[src/rtl/sr04_pkg.sv]
// Shared defaults, FSM encoding and echo-width helper for the SR04 echo emulator.
package sr04_pkg;

  localparam int TRIG_MIN_US_DEF    = 10;
  localparam int BURST_DELAY_US_DEF = 200;
  localparam int US_PER_CM_DEF      = 58;
  localparam int MAX_CM_DEF         = 400;
  localparam int TIMEOUT_US_DEF     = 38000;
  localparam int HOLDOFF_US_DEF     = 60000;

  localparam int CNT_W = 24;
  localparam int CM_W  = 12;

  typedef enum logic [2:0] {
    ST_IDLE    = 3'd0,
    ST_TRIG    = 3'd1,
    ST_BURST   = 3'd2,
    ST_ECHO    = 3'd3,
    ST_HOLDOFF = 3'd4
  } state_t;

  // 4095 * 58 needs 18 bits, so a 24-bit product never truncates.
  function automatic logic [CNT_W-1:0] echo_ticks(input logic [CM_W-1:0] cm,
                                                  input int us_per_cm,
                                                  input int max_cm,
                                                  input int timeout_us);
    logic [CNT_W-1:0] cm_w;
    cm_w = CNT_W'(cm);
    if ((cm_w != '0) && (cm_w <= CNT_W'(max_cm))) begin
      echo_ticks = cm_w * CNT_W'(us_per_cm);
    end else begin
      echo_ticks = CNT_W'(timeout_us);
    end
  endfunction

endpackage

[src/rtl/sr04_echo_emulator_edge.sv]
// Rising/falling edge detector for an already-synchronized level, combinational
// outputs one clk wide relative to the registered previous sample.
module edge_detector_p (
  input  logic clk,
  input  logic reset_p,
  input  logic sig,
  output logic rise,
  output logic fall
);

  logic prev_q;
  logic prev_d;

  always_comb begin
    prev_d = sig;
  end

  always_ff @(posedge clk) begin
    if (reset_p) begin
      prev_q <= 1'b0;
    end else begin
      prev_q <= prev_d;
    end
  end

  assign rise = sig & ~prev_q;
  assign fall = ~sig & prev_q;

endmodule

[src/rtl/sr04_echo_emulator.sv]
// HC-SR04 echo emulator: validates trig width, waits the burst delay, then drives
// a registered echo pulse of cm*US_PER_CM usec (or timeout) followed by a dead time.
module sr04_echo_emulator
  import sr04_pkg::*;
#(
  parameter int TRIG_MIN_US    = TRIG_MIN_US_DEF,
  parameter int BURST_DELAY_US = BURST_DELAY_US_DEF,
  parameter int US_PER_CM      = US_PER_CM_DEF,
  parameter int MAX_CM         = MAX_CM_DEF,
  parameter int TIMEOUT_US     = TIMEOUT_US_DEF,
  parameter int HOLDOFF_US     = HOLDOFF_US_DEF
) (
  input  logic            clk,
  input  logic            reset_p,
  input  logic            clk_usec,
  input  logic            trig,
  input  logic [CM_W-1:0] cm_value,
  output logic            echo,
  output logic            busy,
  output logic            trig_err
);

  logic             trig_meta_q, trig_meta_d;
  logic             trig_sync_q, trig_sync_d;
  logic [1:0]       sync_vld_q, sync_vld_d;
  logic             armed_q, armed_d;
  state_t           state_q, state_d;
  logic [CNT_W-1:0] cnt_q, cnt_d;
  logic [CM_W-1:0]  cm_latched_q, cm_latched_d;
  logic             echo_q, echo_d;
  logic             trig_err_q, trig_err_d;

  logic             trig_rise;
  logic             trig_fall;
  logic [CNT_W-1:0] echo_len;
  logic             cnt_at_max;

  edge_detector_p u_edge_detector_p (
    .clk     (clk),
    .reset_p (reset_p),
    .sig     (trig_sync_q),
    .rise    (trig_rise),
    .fall    (trig_fall)
  );

  assign echo_len   = echo_ticks(cm_latched_q, US_PER_CM, MAX_CM, TIMEOUT_US);
  assign cnt_at_max = (cnt_q == '1);

  always_comb begin
    trig_meta_d  = trig;
    trig_sync_d  = trig_meta_q;
    // Only a genuinely sampled low arms the detector, so the reset-flushed zeros
    // in the synchronizer cannot fake a rising edge on a trig held across reset.
    sync_vld_d   = {sync_vld_q[0], 1'b1};
    armed_d      = armed_q | (sync_vld_q[1] & ~trig_sync_q);
    state_d      = state_q;
    cnt_d        = cnt_q;
    cm_latched_d = cm_latched_q;
    echo_d       = echo_q;
    trig_err_d   = 1'b0;

    case (state_q)
      ST_IDLE: begin
        if (trig_rise && armed_q) begin
          state_d = ST_TRIG;
          cnt_d   = '0;
        end
      end
      ST_TRIG: begin
        if (trig_fall) begin
          cnt_d = '0;
          if (cnt_q >= CNT_W'(TRIG_MIN_US)) begin
            cm_latched_d = cm_value;
            state_d      = ST_BURST;
          end else begin
            trig_err_d = 1'b1;
            state_d    = ST_IDLE;
          end
        end else if (clk_usec && !cnt_at_max) begin
          cnt_d = cnt_q + 1'b1;
        end
      end
      ST_BURST: begin
        if (clk_usec) begin
          if (cnt_q == CNT_W'(BURST_DELAY_US - 1)) begin
            state_d = ST_ECHO;
            echo_d  = 1'b1;
            cnt_d   = '0;
          end else begin
            cnt_d = cnt_q + 1'b1;
          end
        end
      end
      ST_ECHO: begin
        if (clk_usec) begin
          if (cnt_q == echo_len - 1'b1) begin
            state_d = ST_HOLDOFF;
            echo_d  = 1'b0;
            cnt_d   = '0;
          end else begin
            cnt_d = cnt_q + 1'b1;
          end
        end
      end
      ST_HOLDOFF: begin
        if (clk_usec) begin
          if (cnt_q == CNT_W'(HOLDOFF_US - 1)) begin
            state_d = ST_IDLE;
            cnt_d   = '0;
          end else begin
            cnt_d = cnt_q + 1'b1;
          end
        end
      end
      default: begin
        state_d = ST_IDLE;
        cnt_d   = '0;
        echo_d  = 1'b0;
      end
    endcase
  end

  always_ff @(posedge clk) begin
    if (reset_p) begin
      trig_meta_q  <= 1'b0;
      trig_sync_q  <= 1'b0;
      sync_vld_q   <= 2'b00;
      armed_q      <= 1'b0;
      state_q      <= ST_IDLE;
      cnt_q        <= '0;
      cm_latched_q <= '0;
      echo_q       <= 1'b0;
      trig_err_q   <= 1'b0;
    end else begin
      trig_meta_q  <= trig_meta_d;
      trig_sync_q  <= trig_sync_d;
      sync_vld_q   <= sync_vld_d;
      armed_q      <= armed_d;
      state_q      <= state_d;
      cnt_q        <= cnt_d;
      cm_latched_q <= cm_latched_d;
      echo_q       <= echo_d;
      trig_err_q   <= trig_err_d;
    end
  end

  assign echo     = echo_q;
  assign busy     = (state_q != ST_IDLE);
  assign trig_err = trig_err_q;

endmodule

[config.mk]
export PLATFORM = sky130hd
export DESIGN_NAME = sr04_echo_emulator
export DESIGN_NICKNAME = d
export VERILOG_FILES = /design/src/rtl/sr04_pkg.sv /design/src/rtl/sr04_echo_emulator_edge.sv /design/src/rtl/sr04_echo_emulator.sv
export SDC_FILE = /design/constraint.sdc
export NUM_CORES = 1
export LEC_CHECK = 0
export ABC_AREA = 1
export CAP_MARGIN = 25
export CORE_ASPECT_RATIO = 1.25
export CORE_MARGIN = 4
export CORE_UTILIZATION = 57
export CTS_CLUSTER_DIAMETER = 150
export DETAILED_ROUTE_END_ITERATION = 8
export PLACE_DENSITY = 0.78
export SYNTH_ARGS = -nofsm -noshare
export SYNTH_HDL_FRONTEND = slang
export SYNTH_HIERARCHICAL = 1
export SYNTH_SLANG_ARGS = --single-unit
export TNS_END_PERCENT = 20
[constraint.sdc]
create_clock -name clk -period 3.9 [get_ports clk]
set_input_delay 0.975 -clock clk [delete_from_list [all_inputs] [get_ports clk]]
set_output_delay 0.975 -clock clk [all_outputs]
set_load 0.05 [all_outputs]
==> out/results.tsv <==
metric	value	unit
status	finished, violations left	
failing checks	negative setup slack	
RePlAce Congestion	0.973	
final setup violation count	27	
Top Ports	19	
Static Leak	3.42	nW
die area	11000	um2
CTS Hold Bufs	0	
TritonCTS clock tree	yes	
drt total wl	16800	um
pre-CTS setup slack	-0.520	ns
Via-to-Cell Ratio	5.57	
Hold Crit Class	register to register	
largest net degree at the start of global routing	27	
Worst-Margin Slew	0.950	ns
Post-synth top flop	dfxtp_1	
met2 Usage GRT	56.5	%
Core ar.	9170	um2
Clock Skew	0.0101	ns
post-route ant nets	0	
Port Buffers	18	
share of layout cells above drive strength 1	29.7	%
post-synth top area share	17.5	%
r2r setup slk	-0.51	ns
num rows	39	
CP peak stage delay	0.56	ns
Filler Cells Inserted	665	
CTS Sinks	47	
initial antenna violation count	0	
setup ws final	-0.511	ns
crit path from	cm_latched_q[6]	
critical path class	register to register	
Synth Warn #	6	
Detail Placement HPWL	11500	um
final net count	1033	
Max Cap Violations	0	
post-synthesis cell type count	37	
Commonest cells post-synth	nand2_1, inv_1, nor2_1	
most common cell in the netlist	nand2_1	
Skew-Pair Late Insertion Delay	0.31	ns
Avg Cell Area, Syn	6.21	um2
syn nets	947	
GR Util met3	3.93	%
PwrDens	311	nW/um2
grt peak-use layer	met2	
CP most frequent cell	nand2_2	
CTS Buffer Depth	2	
setup TNS	-12.82	ns
DRC Markers	0	
clock slew at reported path FFs	0.07	ns
Post-Syn Area	5370	um2
met1 usage	29.7	%
area of the multi-input gates	4540	um2
area grow syn2layout	35.0	%
worst vdd ir	0.000512	V
drt pass-1 iters	4	
highest achievable clock rate	227	MHz
Max Slew Vio Count	0	
Ant. Diodes	0	
largest area contributor in the netlist	dfxtp_1	
grt total ovfl	0	
Vias	5980	
final period utilization	113	%
worst-path fanout max	6	
number of flops mapped to enable cells by yosys	0	
die height	116	um
min Tclk post-route	4.41	ns
H-tree lvl count	2	
CP arrival	4.60	ns
initial core utilization	58.5	%
reg2reg start	cm_latched_q[6]	
Post-Synthesis Cells	864	
number of global-route vias before repair	5665	
Synth area leaders	dfxtp_1, nand2_1, ha_1	
first-pass GRT wire length	25200	um
Hold Fails Final Rpt	0	
GRT Overall Usage	28.5	%
Async SR Flop Fraction	0	%
storage element area	958	um2
die width	94.8	um
Avg WL per Cell	15.6	um
crit path launch type	register	
Slew headroom	36.5	%
Slowest-stage cell, CP	fa_1	
Seq/Total Area, Yosys	17.5	%
clock buffer count from CTS	5	
first-iteration detailed-routing DRC count	325	
RSZ-0062 raised after global routing	yes	
crit end category	register	
number of synthesized register bits	47	
hold_sp	sync_vld_q[0]	
root buffer cell	clkbuf_16	
Critical Path RT	4.08	ns
cells in the final DEF, fill, tap and decap left out, types with 4 or more instances in the layout:
master / n
nand2_1: 184
dfxtp_1: 37
nor3_1: 13
buf_12: 4
clkbuf_16: 6
nand2_2: 39
buf_4: 75
xor2_1: 18
nand2_4: 17
nand3_4: 10
a21oi_2: 12
nand3_1: 46
o21ai_0: 30
ha_1: 33
nand3_2: 16
nor2_2: 15
nand4_1: 23
inv_4: 6
inv_1: 121
nor2_1: 65
nor4_1: 9
ha_4: 15
a21oi_4: 4
fa_1: 18
inv_2: 22
dfxtp_2: 8
clkdlybuf4s50_1: 18
a21oi_1: 40
nor2_4: 18
per-layer routing:
layer / part of all wire [%] / up-vias
met2: 54 / 216
met1: 37 / 2773
li1: - / 2919
met5: 0 / -
met3: 4.1 / 72
met4: 5.2 / 0
kinds of logic after synthesis:
| kind of cell | after synthesis | synth area share (%) |
|---|---|---|
| AO/OA/AOI/OAI | 96 | 9.84 |
| buffers and inverters | 170 | 12.4 |
| AND/OR/NAND/NOR | 464 | 38.7 |
| adder cells (fa/ha/maj) | 67 | 18.3 |
| flip-flops | 47 | 17.5 |
| XOR/XNOR | 20 | 3.26 |
repair_timing:
action	in CTS	in global routing
gates resized for setup	40	114
buffers inserted	3	8
gates cloned	0	1
setup endpoints to repair	27	27
pin swaps	13	46
sequential cells by signal, indices dropped and copies added, names as in the netlist:
register	flops
cm_latched_q	12
trig_err	1
armed_q	1
state_q	3
sync_vld_q	2
cnt_q	24
u_edge_detector_p/prev_q	1
echo	1
trig_meta_q	1
trig_sync_q	1
worst max-delay path, delay by kind of cell (launching register included):
family	cells	cell delay, ns
AND/OR/NAND/NOR	17	1.71
flip-flops	1	0.37
AO/OA/AOI/OAI	2	0.24
buffers and inverters	4	0.39
adder cells (fa/ha/maj)	4	1.59
layout make-up:
cell class                 count  share of cell area (%)
multi-input combinational    647                    62.7
sequential                    47                    13.2
timing repair buffer          99                    11.9
inverter                     150                    8.05
tap                          123                    2.12
clock buffer                   5                    1.73
clock inverter                 3                   0.311
metrics by stage:
stage | hold WS, ns | cell area, um2 | power [W] | utilization (%) | cells
after CTS | 0.416 | 6690 | 0.00213 | 72.9 | 1065
after global routing | 0.423 | 7250 | 0.00241 | 79.0 | 1074
after floorplan | 0.388 | 5570 | 0.00133 | - | 864
after global placement | 0.394 | 6350 | 0.00159 | 69.2 | 1054
after detailed placement | 0.404 | 6350 | 0.00162 | 69.2 | 1054
final | 0.411 | 7250 | 0.00226 | 79.0 | 1074
power by group:
group	switching, W	internal (W)
clock network	0.000226	0.000242
registers	0.0000659	0.000530
logic	0.000734	0.000458
total	0.00103	0.00123
final timing paths:
check | endpoint | depth (start not counted)
max reg2reg | cnt_q[11] | 27
max | cnt_q[11] | 27
min | sync_vld_q[1] | 2
min reg2reg | sync_vld_q[1] | 2
No activity file was read; power rests on OpenSTA's default activity.
